==> src/rtl/fsb16_pkg.sv <==
// fsb16_pkg
//   Shared constants for the FSB16 target: FSM state encodings, wr_n/size
//   frame encodings, the latched address-phase record and the byte-enable
//   helper used to drive the local bus.
package fsb16_pkg;

    localparam logic [2:0] ST_IDLE    = 3'd0;
    localparam logic [2:0] ST_A1      = 3'd1;
    localparam logic [2:0] ST_W_DATA  = 3'd2;
    localparam logic [2:0] ST_R_TA    = 3'd3;
    localparam logic [2:0] ST_LB_WAIT = 3'd4;
    localparam logic [2:0] ST_RESP    = 3'd5;

    localparam logic FSB_WRITE = 1'b1;
    localparam logic FSB_READ  = 1'b0;

    localparam logic SIZE_8  = 1'b0;
    localparam logic SIZE_16 = 1'b1;

    // Address-phase information captured across the two address frames.
    typedef struct packed {
        logic [31:0] addr;
        logic        is_wr;
        logic        sz;
    } xfer_t;

    // 16-bit accesses enable both lanes; byte accesses pick the lane by addr[0].
    function automatic logic [1:0] byte_en(input logic sz, input logic a0);
        if (sz == SIZE_16) begin
            return 2'b11;
        end
        return a0 ? 2'b10 : 2'b01;
    endfunction

endpackage

==> src/rtl/fsb16_target_if.sv <==
// fsb16_target_if
//   FSB16 bus signals between the initiator (bridge) and a target.
//   master : drives aen, size, wr_n, AD_in; observes AD_out, ad_oe, rdy_n,
//            error_n, irq_n
//   slave  : the mirror view, used by fsb16_target
interface fsb16_target_if;
    logic        aen;
    logic        size;
    logic        wr_n;
    logic [15:0] AD_in;
    logic [15:0] AD_out;
    logic        ad_oe;
    logic        rdy_n;
    logic        error_n;
    logic        irq_n;

    modport master (
        output aen, size, wr_n, AD_in,
        input  AD_out, ad_oe, rdy_n, error_n, irq_n
    );

    modport slave (
        input  aen, size, wr_n, AD_in,
        output AD_out, ad_oe, rdy_n, error_n, irq_n
    );
endinterface

==> src/rtl/fsb16_tgt_timer.sv <==
// fsb16_tgt_timer
//   Local-bus timeout timer. Down-counter loaded with TIMEOUT-1 when the
//   local request rises; expire is raised while the request is still
//   outstanding and the count has reached zero, i.e. TIMEOUT cycles after
//   the request rose.
//   clk    in  bus clock
//   rst    in  synchronous active-high reset
//   start  in  one-cycle pulse on the lb_req rising edge (reloads the count)
//   run    in  request outstanding
//   expire out terminal count reached while running
module fsb16_tgt_timer #(
    parameter int TIMEOUT = 16
) (
    input  logic clk,
    input  logic rst,
    input  logic start,
    input  logic run,
    output logic expire
);
    localparam int CW = $clog2(TIMEOUT);

    logic [CW-1:0] cnt_q, cnt_d;

    always_comb begin
        cnt_d = cnt_q;
        if (start) begin
            cnt_d = CW'(TIMEOUT - 1);
        end else if (run && (cnt_q != '0)) begin
            cnt_d = cnt_q - 1'b1;
        end
    end

    always_ff @(posedge clk) begin
        if (rst) begin
            cnt_q <= '0;
        end else begin
            cnt_q <= cnt_d;
        end
    end

    assign expire = run && (cnt_q == '0);

endmodule

==> src/rtl/fsb16_target.sv <==
// fsb16_target
//   FSB16 responder: decodes the two-frame address phase, runs one local-bus
//   read or write per FSB transaction and returns rdy_n / error_n (plus read
//   data) to the initiator for exactly one cycle.
//   Optional feature macro: FSB16_TARGET_IRQ_EN (registered irq_n from
//   irq_src & irq_mask); when undefined irq_n is tied high.
// Ports
//   clk, rst                 bus clock, synchronous active-high reset
//   bus (fsb16_target_if.slave)  aen/size/wr_n/AD_in in; AD_out/ad_oe/
//                            rdy_n/error_n/irq_n out
//   lb_req/lb_we/lb_addr/lb_be/lb_wdata   local bus request side
//   lb_rdata/lb_ack/lb_err   local bus completion side
//   irq_src/irq_mask         level interrupt sources and enables
//
// state      | meaning
// -----------+-----------------------------------------------------------
// ST_IDLE    | waiting for first address frame (addr[15:0], wr_n, size)
// ST_A1      | second address frame (addr[31:16]) and window decode
// ST_W_DATA  | write data frame; lb_req/lb_we raised on exit
// ST_R_TA    | read turnaround frame, AD bus not driven
// ST_LB_WAIT | local access outstanding, waiting for ack/err/timeout
// ST_RESP    | one-cycle rdy_n or error_n response
module fsb16_target
    import fsb16_pkg::*;
#(
    parameter logic [31:0] BASE_ADDR = 32'h0000_0000,
    parameter logic [31:0] ADDR_MASK = 32'hFFFF_0000,
    parameter int          TIMEOUT   = 16,
    parameter int          IRQ_W     = 4
) (
    input  logic             clk,
    input  logic             rst,
    fsb16_target_if.slave    bus,
    output logic             lb_req,
    output logic             lb_we,
    output logic [31:0]      lb_addr,
    output logic [1:0]       lb_be,
    output logic [15:0]      lb_wdata,
    input  logic [15:0]      lb_rdata,
    input  logic             lb_ack,
    input  logic             lb_err,
    input  logic [IRQ_W-1:0] irq_src,
    input  logic [IRQ_W-1:0] irq_mask
);

    logic [2:0]  state_q, state_d;
    xfer_t       xfer_q, xfer_d;
    logic [15:0] wdata_q, wdata_d;
    logic        lb_req_q, lb_req_d;
    logic        lb_we_q, lb_we_d;
    logic        rdy_n_q, rdy_n_d;
    logic        error_n_q, error_n_d;
    logic        ad_oe_q, ad_oe_d;
    logic [15:0] ad_out_q, ad_out_d;

    logic [31:0] addr_full;
    logic        tmr_expire;

    // Full address as seen during the second frame, before it is registered.
    assign addr_full = {bus.AD_in, xfer_q.addr[15:0]};

    always_comb begin
        state_d   = state_q;
        xfer_d    = xfer_q;
        wdata_d   = wdata_q;
        lb_req_d  = lb_req_q;
        lb_we_d   = lb_we_q;
        // Response outputs are single-cycle pulses: deasserted unless set below.
        rdy_n_d   = 1'b1;
        error_n_d = 1'b1;
        ad_oe_d   = 1'b0;
        ad_out_d  = '0;

        case (state_q)
            ST_IDLE: begin
                if (bus.aen) begin
                    xfer_d.addr[15:0] = bus.AD_in;
                    xfer_d.is_wr      = bus.wr_n;
                    xfer_d.sz         = bus.size;
                    state_d           = ST_A1;
                end
            end
            ST_A1: begin
                if (!bus.aen) begin
                    // Truncated address phase: drop silently.
                    state_d = ST_IDLE;
                end else begin
                    xfer_d.addr[31:16] = bus.AD_in;
                    if ((addr_full & ADDR_MASK) != BASE_ADDR) begin
                        state_d   = ST_RESP;
                        error_n_d = 1'b0;
                    end else if (xfer_q.is_wr == FSB_WRITE) begin
                        state_d = ST_W_DATA;
                    end else begin
                        // Reads start the local access during the turnaround frame.
                        state_d  = ST_R_TA;
                        lb_req_d = 1'b1;
                        lb_we_d  = 1'b0;
                    end
                end
            end
            ST_W_DATA: begin
                wdata_d  = bus.AD_in;
                lb_req_d = 1'b1;
                lb_we_d  = 1'b1;
                state_d  = ST_LB_WAIT;
            end
            ST_R_TA: begin
                state_d = ST_LB_WAIT;
            end
            ST_LB_WAIT: begin
                // lb_err beats lb_ack; lb_ack beats a simultaneous timeout.
                if (lb_err || lb_ack || tmr_expire) begin
                    state_d  = ST_RESP;
                    lb_req_d = 1'b0;
                    lb_we_d  = 1'b0;
                    if (!lb_err && lb_ack) begin
                        rdy_n_d = 1'b0;
                        if (xfer_q.is_wr == FSB_READ) begin
                            ad_oe_d  = 1'b1;
                            ad_out_d = lb_rdata;
                        end
                    end else begin
                        error_n_d = 1'b0;
                    end
                end
            end
            ST_RESP: begin
                state_d = ST_IDLE;
            end
            default: begin
                state_d  = ST_IDLE;
                lb_req_d = 1'b0;
                lb_we_d  = 1'b0;
            end
        endcase
    end

    always_ff @(posedge clk) begin
        if (rst) begin
            state_q   <= ST_IDLE;
            xfer_q    <= '0;
            wdata_q   <= '0;
            lb_req_q  <= 1'b0;
            lb_we_q   <= 1'b0;
            rdy_n_q   <= 1'b1;
            error_n_q <= 1'b1;
            ad_oe_q   <= 1'b0;
            ad_out_q  <= '0;
        end else begin
            state_q   <= state_d;
            xfer_q    <= xfer_d;
            wdata_q   <= wdata_d;
            lb_req_q  <= lb_req_d;
            lb_we_q   <= lb_we_d;
            rdy_n_q   <= rdy_n_d;
            error_n_q <= error_n_d;
            ad_oe_q   <= ad_oe_d;
            ad_out_q  <= ad_out_d;
        end
    end

    fsb16_tgt_timer #(
        .TIMEOUT (TIMEOUT)
    ) u_timer (
        .clk    (clk),
        .rst    (rst),
        .start  (lb_req_d & ~lb_req_q),
        .run    (lb_req_q),
        .expire (tmr_expire)
    );

    assign lb_req      = lb_req_q;
    assign lb_we       = lb_we_q;
    assign lb_addr     = xfer_q.addr;
    assign lb_be       = byte_en(xfer_q.sz, xfer_q.addr[0]);
    assign lb_wdata    = wdata_q;

    assign bus.AD_out  = ad_out_q;
    assign bus.ad_oe   = ad_oe_q;
    assign bus.rdy_n   = rdy_n_q;
    assign bus.error_n = error_n_q;

`ifdef FSB16_TARGET_IRQ_EN
    logic irq_n_q, irq_n_d;

    always_comb begin
        irq_n_d = ~|(irq_src & irq_mask);
    end

    always_ff @(posedge clk) begin
        if (rst) begin
            irq_n_q <= 1'b1;
        end else begin
            irq_n_q <= irq_n_d;
        end
    end

    assign bus.irq_n = irq_n_q;
`else
    logic unused_irq;
    assign unused_irq = ^{irq_src, irq_mask};
    assign bus.irq_n  = 1'b1;
`endif

endmodule

==> src/flat_wrapper.sv <==
// flat-port wrapper written by rule: the top's interface ports become plain ports
module fsb16_target_flat import fsb16_pkg::*;
#(
    parameter logic [31:0] BASE_ADDR = 32'h0000_0000,
    parameter logic [31:0] ADDR_MASK = 32'hFFFF_0000,
    parameter int          TIMEOUT   = 16,
    parameter int          IRQ_W     = 4
)
  (clk, rst, lb_req, lb_we, lb_addr, lb_be, lb_wdata, lb_rdata, lb_ack, lb_err, irq_src, irq_mask, bus_aen, bus_size, bus_wr_n, bus_AD_in, bus_AD_out, bus_ad_oe, bus_rdy_n, bus_error_n, bus_irq_n);
  fsb16_target_if bus_i ();
  input  logic clk;
  input  logic rst;
  output logic lb_req;
  output logic lb_we;
  output logic [31:0] lb_addr;
  output logic [1:0] lb_be;
  output logic [15:0] lb_wdata;
  input  logic [15:0] lb_rdata;
  input  logic lb_ack;
  input  logic lb_err;
  input  logic [IRQ_W-1:0] irq_src;
  input  logic [IRQ_W-1:0] irq_mask;
  input wire logic [$bits(bus_i.aen)-1:0] bus_aen;
  input wire logic [$bits(bus_i.size)-1:0] bus_size;
  input wire logic [$bits(bus_i.wr_n)-1:0] bus_wr_n;
  input wire logic [$bits(bus_i.AD_in)-1:0] bus_AD_in;
  output wire logic [$bits(bus_i.AD_out)-1:0] bus_AD_out;
  output wire logic [$bits(bus_i.ad_oe)-1:0] bus_ad_oe;
  output wire logic [$bits(bus_i.rdy_n)-1:0] bus_rdy_n;
  output wire logic [$bits(bus_i.error_n)-1:0] bus_error_n;
  output wire logic [$bits(bus_i.irq_n)-1:0] bus_irq_n;
  assign bus_i.aen = bus_aen;
  assign bus_i.size = bus_size;
  assign bus_i.wr_n = bus_wr_n;
  assign bus_i.AD_in = bus_AD_in;
  assign bus_AD_out = bus_i.AD_out;
  assign bus_ad_oe = bus_i.ad_oe;
  assign bus_rdy_n = bus_i.rdy_n;
  assign bus_error_n = bus_i.error_n;
  assign bus_irq_n = bus_i.irq_n;
  fsb16_target #(.BASE_ADDR(BASE_ADDR), .ADDR_MASK(ADDR_MASK), .TIMEOUT(TIMEOUT), .IRQ_W(IRQ_W)) u_core (.clk(clk), .rst(rst), .bus(bus_i), .lb_req(lb_req), .lb_we(lb_we), .lb_addr(lb_addr), .lb_be(lb_be), .lb_wdata(lb_wdata), .lb_rdata(lb_rdata), .lb_ack(lb_ack), .lb_err(lb_err), .irq_src(irq_src), .irq_mask(irq_mask));
endmodule
==> config.mk <==
export PLATFORM = sky130hd
export DESIGN_NAME = fsb16_target_flat
export DESIGN_NICKNAME = d
export VERILOG_FILES = /design/src/rtl/fsb16_pkg.sv /design/src/rtl/fsb16_target_if.sv /design/src/rtl/fsb16_tgt_timer.sv /design/src/rtl/fsb16_target.sv /design/src/flat_wrapper.sv
export SDC_FILE = /design/constraint.sdc
export NUM_CORES = 1
export LEC_CHECK = 0
export ABC_AREA = 0
export CAP_MARGIN = 20
export CORE_ASPECT_RATIO = 1.5
export CORE_MARGIN = 8
export CORE_UTILIZATION = 30
export DETAILED_ROUTE_END_ITERATION = 16
export PLACE_DENSITY_LB_ADDON = 0.25
export SLEW_MARGIN = 20
export SYNTH_ARGS = -nofsm -noshare
export SYNTH_HDL_FRONTEND = slang
export SYNTH_HIERARCHICAL = 1
export SYNTH_SLANG_ARGS = --single-unit
==> constraint.sdc <==
create_clock -name clk -period 4.2 [get_ports clk]
set_input_delay 0.84 -clock clk [delete_from_list [all_inputs] [get_ports clk]]
set_output_delay 0.84 -clock clk [all_outputs]
set_load 0.05 [all_outputs]
==> summary.md, run 1 <==
| Metric | Value |
|---|---|
| Worst setup SP type | input port |
| Count leader, synth | nand2_1 |
| Core ar. | between 10,000 and 15,000 µm² |
| Nets@finish | 483 |
| Synth warn | 6 |
| Hold Crit Depth | 2 |
| Unrepaired setup endpoints after global routing | false |
| Placement Rows | 45 |
| Top routing layer used | met4 |
| Worst Path Required | 4460 ps |
| Peak fanout along the critical path | 7 |
| Number of remaining DRC errors | 0 |
| Die width | 99.21 µm |
| WL met3 | 791 µm |
| Synth area leaders | dfxtp_1 (50%), nand2_1 (13%), a21oi_1 (8.7%), buf_4 (8.2%), and2_1 (3.2%) |
| # resized after CTS | 0 |
| Min Hold Slack | 452.5 ps |
| Total gr overflow | 0 |
| CP top delay family | simple AND/OR/NAND/NOR gates |
| Avg Cell Area, Syn | roughly 8.6 µm² |
| Initial Util | 30.74% |
| CTS tree | done |
| Period utilization | 60.95% |
| Tot GR Track Use | 12.46% |
| Hold Crit Start | u_core/lb_wdata[11] |
| Vias in the first global route | between 2,000 and 3,000 |
| DR pass1 iterations | 7 |
| Vias | 2,621 |
| # setup viols final | 0 |
| Max cap viols | 0 |
| Buffers & Inverters on Critical Path | 2 |
| Diode count | 0 |
| # clock sinks | 78 |
| IR drop worst, VDD | 266.5 µV |
| Routed Antenna Nets | 0 |
| Drt wl/cell | 15.93 µm |
| Max-slew headroom | between 50% and 60% |
| Final setup TNS | 0 ps |
| Metal-1 WL | roughly 3.5 mm |
| First-pass GRT wire length | 13.57 mm |
| Postcts setup bufs | 0 |
| Detailed-routed wire length on met2 | approximately 4.5 mm |
| Fin crit period | 2560 ps |
| Hold EP | u_core/lb_wdata[11] |
| CP peak stage delay | 500 ps |
| Routability congestion estimate from global placement | 0.7405 |
| Chip height | 140.8 µm |
| Post-synth top area cell | dfxtp_1 |
| Initial antenna violation count | 0 |
| H-tree Lvls | 3 |
| Iter 0 DRT Violations | 93 |
| Worst Skew | approximately 7.6 ps |
| Synth Register Bits | 78 |
| Post-DP HPWL | 6.185 mm |
| Pin count of the biggest net entering global routing | 61 |
| Post-Route WL | about 8.9 mm |
| Final hold vios | 0 |
| Hold Buf Count CTS | 0 |
| Kind of critical path | input port to flop |
| Reg2reg end | u_core/u_timer/cnt_q[1] |
| TritonCTS Buffers | 9 |
| Main synth FF type | dfxtp_1 |
| Vias per cell | 4.714 |
| Final Max Slew Viols | 0 |
| Area delta synth->final | 39.04% |
| Syn nets | 411 |
| Total power | 1.756 mW |
| Cell area after synthesis | 3115 µm² |
| R2r startpoint | u_core/state_q[1] |
| Leakage | approximately 1.5 nW |
| Top cell type's share of synthesized area | 50.12% |
| CTS max path bufs | 2 |
| Number of synthesized flops with an enable pin | 0 |
| Distinct cells, synth | 45 |
| Critical path arrival | 2820 ps |
| Run status | finished clean |
| Layout cells sized above 1 | about 6.8% |
| Worst-path clk slew | 60 ps |
| Async S/R FF share, synth | 0% |
| Worst slew pin tran | 651.4 ps |
| Clk Tree Root Cell | clkbuf_16 |
| FMAX | 390.6 MHz |
| Power Density | 405.4 nW/µm² |
| CP Capture Type | flop |
| R2r worst-path depth | 5 |
| Crit path from | bus_AD_in[1] |
| Worst-skew pair later-pin latency | between 300 and 400 ps |
| CP cell instances | clkdlybuf4s50_1, nor4_1, nand4_1, o22ai_1, inv_1, a41o_1, a21oi_1 |
| Synth Instances | 363 |
| Buffers on Ports | between 100 and 150 |
| List of most frequent post-synthesis cells | nand2_1 (105), dfxtp_1 (78), a21oi_1 (54), buf_4 (34), and2_1 (16) |
| Hold/Removal Path Class | flop to flop |
| Die Area | 13,970 µm² |
| Flop2flop setup slack | 2170 ps |
| # IOs | 119 |
| Seq/Total Area, Yosys | around half |
| Slowest cell on crit path | clkdlybuf4s50_1 |
[routing by layer]
layer | vias to the layer above | GRT usage (%)
li1 | 1313 | -
met1 | 1215 | 12.88
met2 | 85 | 21.04
met3 | 8 | 5.816
met4 | 0 | 5.364
met5 | - | 0
[power by group]
part / internal [mW] / total (mW) / switching (mW)
clock network: 0.471 / 0.763 / 0.292
registers: 0.760 / 0.775 / 0.0148
logic: 0.0854 / 0.219 / 0.133
[tightest hold or removal path, cell delays in order, from the launching register on]
cell and delay (ps):
dfxtp_1 310, nand2_1 50, a21oi_1 50
[placed cells by master (no fill, tap or decap), types with 3 or more instances in the layout]
| master | count |
|---|---|
| clkbuf_16 | 9 |
| buf_4 | 5 |
| nor2_1 | 5 |
| nor4_1 | 5 |
| a21oi_1 | 54 |
| and2_1 | 16 |
| inv_1 | 5 |
| dfxtp_1 | 78 |
| nand2b_1 | 3 |
| clkdlybuf4s50_1 | 108 |
| nand2_1 | 105 |
[registers in the layout (all words and copies together) (netlist names)]
name / count
u_core/lb_addr: 32
u_core/lb_we: 1
u_core/u_timer/cnt_q: 4
u_core/state_q: 3
u_core/bus.rdy_n: 1
u_core/lb_req: 1
u_core/xfer_q: 2
u_core/bus.ad_oe: 1
u_core/bus.AD_out: 16
u_core/lb_wdata: 16
u_core/bus.error_n: 1
[per-stage QoR]
stage	cell area, µm²	setup slack (ps)	instances	utilization (%)
2_1_floorplan	3115	2257	363	-
3_3_place_gp	4041	1285	541	39.88
3_5_place_dp	4041	1291	541	39.88
4_1_cts	4332	1613	556	42.74
5_1_grt	4332	1487	556	42.74
6_report	4332	1640	556	42.74
[cell type report]
cell class                      count  area, µm²
Fill cell                        1013       5803
Tap cell                          117      146.4
Inverter                            5      18.77
Timing Repair Buffer              114       1124
Clock buffer                       11      242.7
Multi-Input combinational cell    227       1191
Sequential cell                    78       1562
Clock inverter                      4      47.55
[worst max-delay path by stage]
| stage | slack, ps | to | cells after the start |
|---|---|---|---|
| 2_1_floorplan | 2260 | u_core/u_timer/cnt_q[1] | 7 |
| 3_3_place_gp | 1290 | u_core/u_timer/cnt_q[1] | 7 |
| 3_5_place_dp | 1290 | u_core/u_timer/cnt_q[1] | 7 |
| 4_1_cts | 1610 | lb_req | 1 |
| 5_1_grt | 1490 | u_core/u_timer/cnt_q[1] | 7 |
| 6_report | 1640 | u_core/u_timer/cnt_q[1] | 7 |
[kinds of logic after synthesis]
kind of cell | count (synthesis) | synth area share, %
multiplexers | 1 | 0.3213
other | 1 | 0.1204
AND/OR/NAND/NOR | 157 | 24.94
adder cells (fa/ha/maj) | 1 | 0.4015
AO/OA/AOI/OAI | 67 | 11.97
flip-flops | 78 | 50.12
buffers and inverters | 58 | 12.13
(Power assumes the default switching activity.)
==> run 2: changes to the inputs <==
==> constraint.sdc (replaced) <==
create_clock -name clk -period 2.65 [get_ports clk]
set_input_delay 0.53 -clock clk [delete_from_list [all_inputs] [get_ports clk]]
set_output_delay 0.53 -clock clk [all_outputs]
set_load 0.05 [all_outputs]
==> run 2 against run 1 <==
Die area stayed put. Core utilization up 0.78 points. Critical path depth is 6 lower. Worst setup slack worse by 1300 ps. Sequential power grew 59%. Hold slack got worse by 1.2 ps. Clock power grew 63%. Clock skew down 2.0 ps. Combinational power grew 62%. Register-to-register slack worse by 1400 ps. Sequential share of layout area fell by 0.64 points. Critical endpoint is now lb_req. Largest cell class unchanged.
==> summary.md, run 2 (synthesized netlist as in run 1, its figures left out) <==
| Metric | Value |
|---|---|
| Final hold vios | 0 (unchanged) |
| Nets@finish | 491 (was 483) |
| CP cell instances | clkdlybuf4s50_1 (was clkdlybuf4s50_1, nor4_1, nand4_1, o22ai_1, inv_1, a41o_1, a21oi_1) |
| Min Hold Slack | 451.3 ps (was 452.5 ps) |
| # setup viols final | 0 (unchanged) |
| Worst Path Required | 2120 ps (was 4460 ps) |
| CP top delay family | buffers and inverters (was simple AND/OR/NAND/NOR gates) |
| Post-Route WL | 8.846 mm (was 8.859 mm) |
| DP Area | 4101 µm² (was 4041 µm²) |
| Place WS | 293.8 ps (was 1291 ps) |
| Max-slew headroom | 57.15% (was 56.57%) |
| Routed Antenna Nets | 0 (unchanged) |
| Initial antenna violation count | 0 (unchanged) |
| Diode count | 0 (unchanged) |
| Buffers & Inverters on Critical Path | 1 (was 2) |
| Hold/Removal Path Class | flop to flop (unchanged) |
| Vias in the first global route | 2,610 (was 2,568) |
| Final worst setup slack | 387.3 ps (was 1640 ps) |
| Worst slew pin tran | 638.0 ps (was 651.4 ps) |
| TritonCTS Buffers | 9 (unchanged) |
| # IOs | 119 (unchanged) |
| Total power | 2.825 mW (was 1.756 mW) |
| Worst-skew pair later-pin latency | 320 ps (was 330 ps) |
| DR pass1 iterations | 4 (was 7) |
| R2r worst-path depth | 3 (was 5) |
| Most frequent cells in the layout | clkdlybuf4s50_1 (108), nand2_1 (105), dfxtp_1 (78) (unchanged) |
| Chip height | 140.8 µm (unchanged) |
| Post-Route Utilization | 43.52% (was 42.74%) |
| H-tree Lvls | 3 (unchanged) |
| Leakage | 1.572 nW (was 1.534 nW) |
| Final Max Slew Viols | 0 (unchanged) |
| CP peak stage delay | 880 ps (was 500 ps) |
| Slowest cell on crit path | clkdlybuf4s50_1 (unchanged) |
| Die width | 99.21 µm (unchanged) |
| Cell area after layout | 4410 µm² (was 4332 µm²) |
| Clk Tree Root Cell | clkbuf_16 (unchanged) |
| Kind of critical path | flop to output pin (was input port to flop) |
| Hold Buf Count CTS | 0 (unchanged) |
| Top routing layer used | met4 (unchanged) |
| Total gr overflow | 0 (unchanged) |
| Metal-1 WL | 3.597 mm (was 3.518 mm) |
| Iter 0 DRT Violations | 125 (was 93) |
| Commonest non-fill, non-tap cell in the layout | clkdlybuf4s50_1 (unchanged) |
| # resized after CTS | 0 (unchanged) |
| FMAX | 442.0 MHz |
| Fin cells | 565 (was 556) |
| Final setup TNS | 0 ps (unchanged) |
| Unrepaired setup endpoints after global routing | false (unchanged) |
| CTS tree | done (unchanged) |
| Number of remaining DRC errors | 0 (unchanged) |
| Vias per cell | 4.591 (was 4.714) |
| Tot GR Track Use | 12.82% (was 12.46%) |
| Placed cells | 549 (was 541) |
| Worst-path clk slew | 60 ps (about the same) |
| # clock sinks | 78 (unchanged) |
| Layout cells sized above 1 | 8.929% (was 6.834%) |
| Post-DP HPWL | 6.313 mm (was 6.185 mm) |
| Routability congestion estimate from global placement | 0.7434 (was 0.7405) |
| CP Capture Type | output pin (was flop) |
| Fin crit period | 2263 ps |
| CTS max path bufs | 2 (unchanged) |
| Vias | 2,594 (was 2,621) |
| Drt wl/cell | 15.66 µm (was 15.93 µm) |
| Max cap viols | 0 (unchanged) |
| IR drop worst, VDD | 336.8 µV (was 266.5 µV) |
| Hold Crit Depth | 2 (unchanged) |
| Worst Skew | 5.600 ps (was 7.584 ps) |
| Die Area | 13,970 µm² (unchanged) |
| Initial Util | 30.74% (unchanged) |
| WL met3 | 720 µm (was 791 µm) |
| Placement Rows | 45 (unchanged) |
| Area delta synth->final | 41.57% (was 39.04%) |
| Critical path arrival | 1730 ps (was 2820 ps) |
| First-pass GRT wire length | 13.97 mm (was 13.57 mm) |
| CP Depth | 1 (was 7) |
| Worst setup SP type | flop (was input port) |
| Postcts setup bufs | 0 (unchanged) |
| Filler instances | 1,011 (was 1,013) |
| Peak fanout along the critical path | 11 (was 7) |
| Largest register FFs | 32 (unchanged) |
| Power Density | 640.4 nW/µm² (was 405.4 nW/µm²) |
| Buffers on Ports | 109 (unchanged) |
| Detailed-routed wire length on met2 | 4.444 mm (was 4.458 mm) |
| Core ar. | 10,130 µm² (unchanged) |
| Run status | finished clean (unchanged) |
| Pin count of the biggest net entering global routing | 61 (unchanged) |
| Period utilization | around 85% |
-- run 2: path summary, 6_finish.rpt --
kind,start,endpoint,slack (ps)
hold reg to reg,u_core/lb_addr[13],u_core/lb_addr[13],450
setup / recovery,u_core/lb_req,lb_req,390
hold / removal,u_core/lb_addr[13],u_core/lb_addr[13],450
setup reg to reg,u_core/state_q[0],u_core/bus.AD_out[11],780
-- run 2: cell type report --
class / count / area, µm² / area share, %
clock inverters: 6 / 70.07 / 1.589
inverters: 5 / 18.77 / 0.4255
well taps: 117 / 146.4 / 3.319
repair buffers: 122 / 1184 / 26.84
multi-input cells: 227 / 1191 / 27.01
clock buffers: 10 / 239.0 / 5.418
flip-flops and latches: 78 / 1562 / 35.40
-- run 2: per-layer routing --
| metal | global-route usage (%) | vias to the layer above |
|---|---|---|
| li1 | - | 1326 |
| met1 | 13.76 | 1188 |
| met2 | 21.75 | 74 |
| met3 | 5.274 | 6 |
| met4 | 5.044 | 0 |
| met5 | 0 | - |
-- run 2: worst reg2reg max path, cell delays in order (launching register included) --
cell     delay (ps)
dfxtp_1         450
or4b_4          640
nor4_4          500
and2_1          220
-- run 2: power breakdown --
part	total, mW	leakage (nW)	internal [mW]	switching, mW
Clock	1.24	0.141	0.759	0.484
Combinational	0.354	0.798	0.141	0.213
Sequential	1.23	0.632	1.20	0.0230
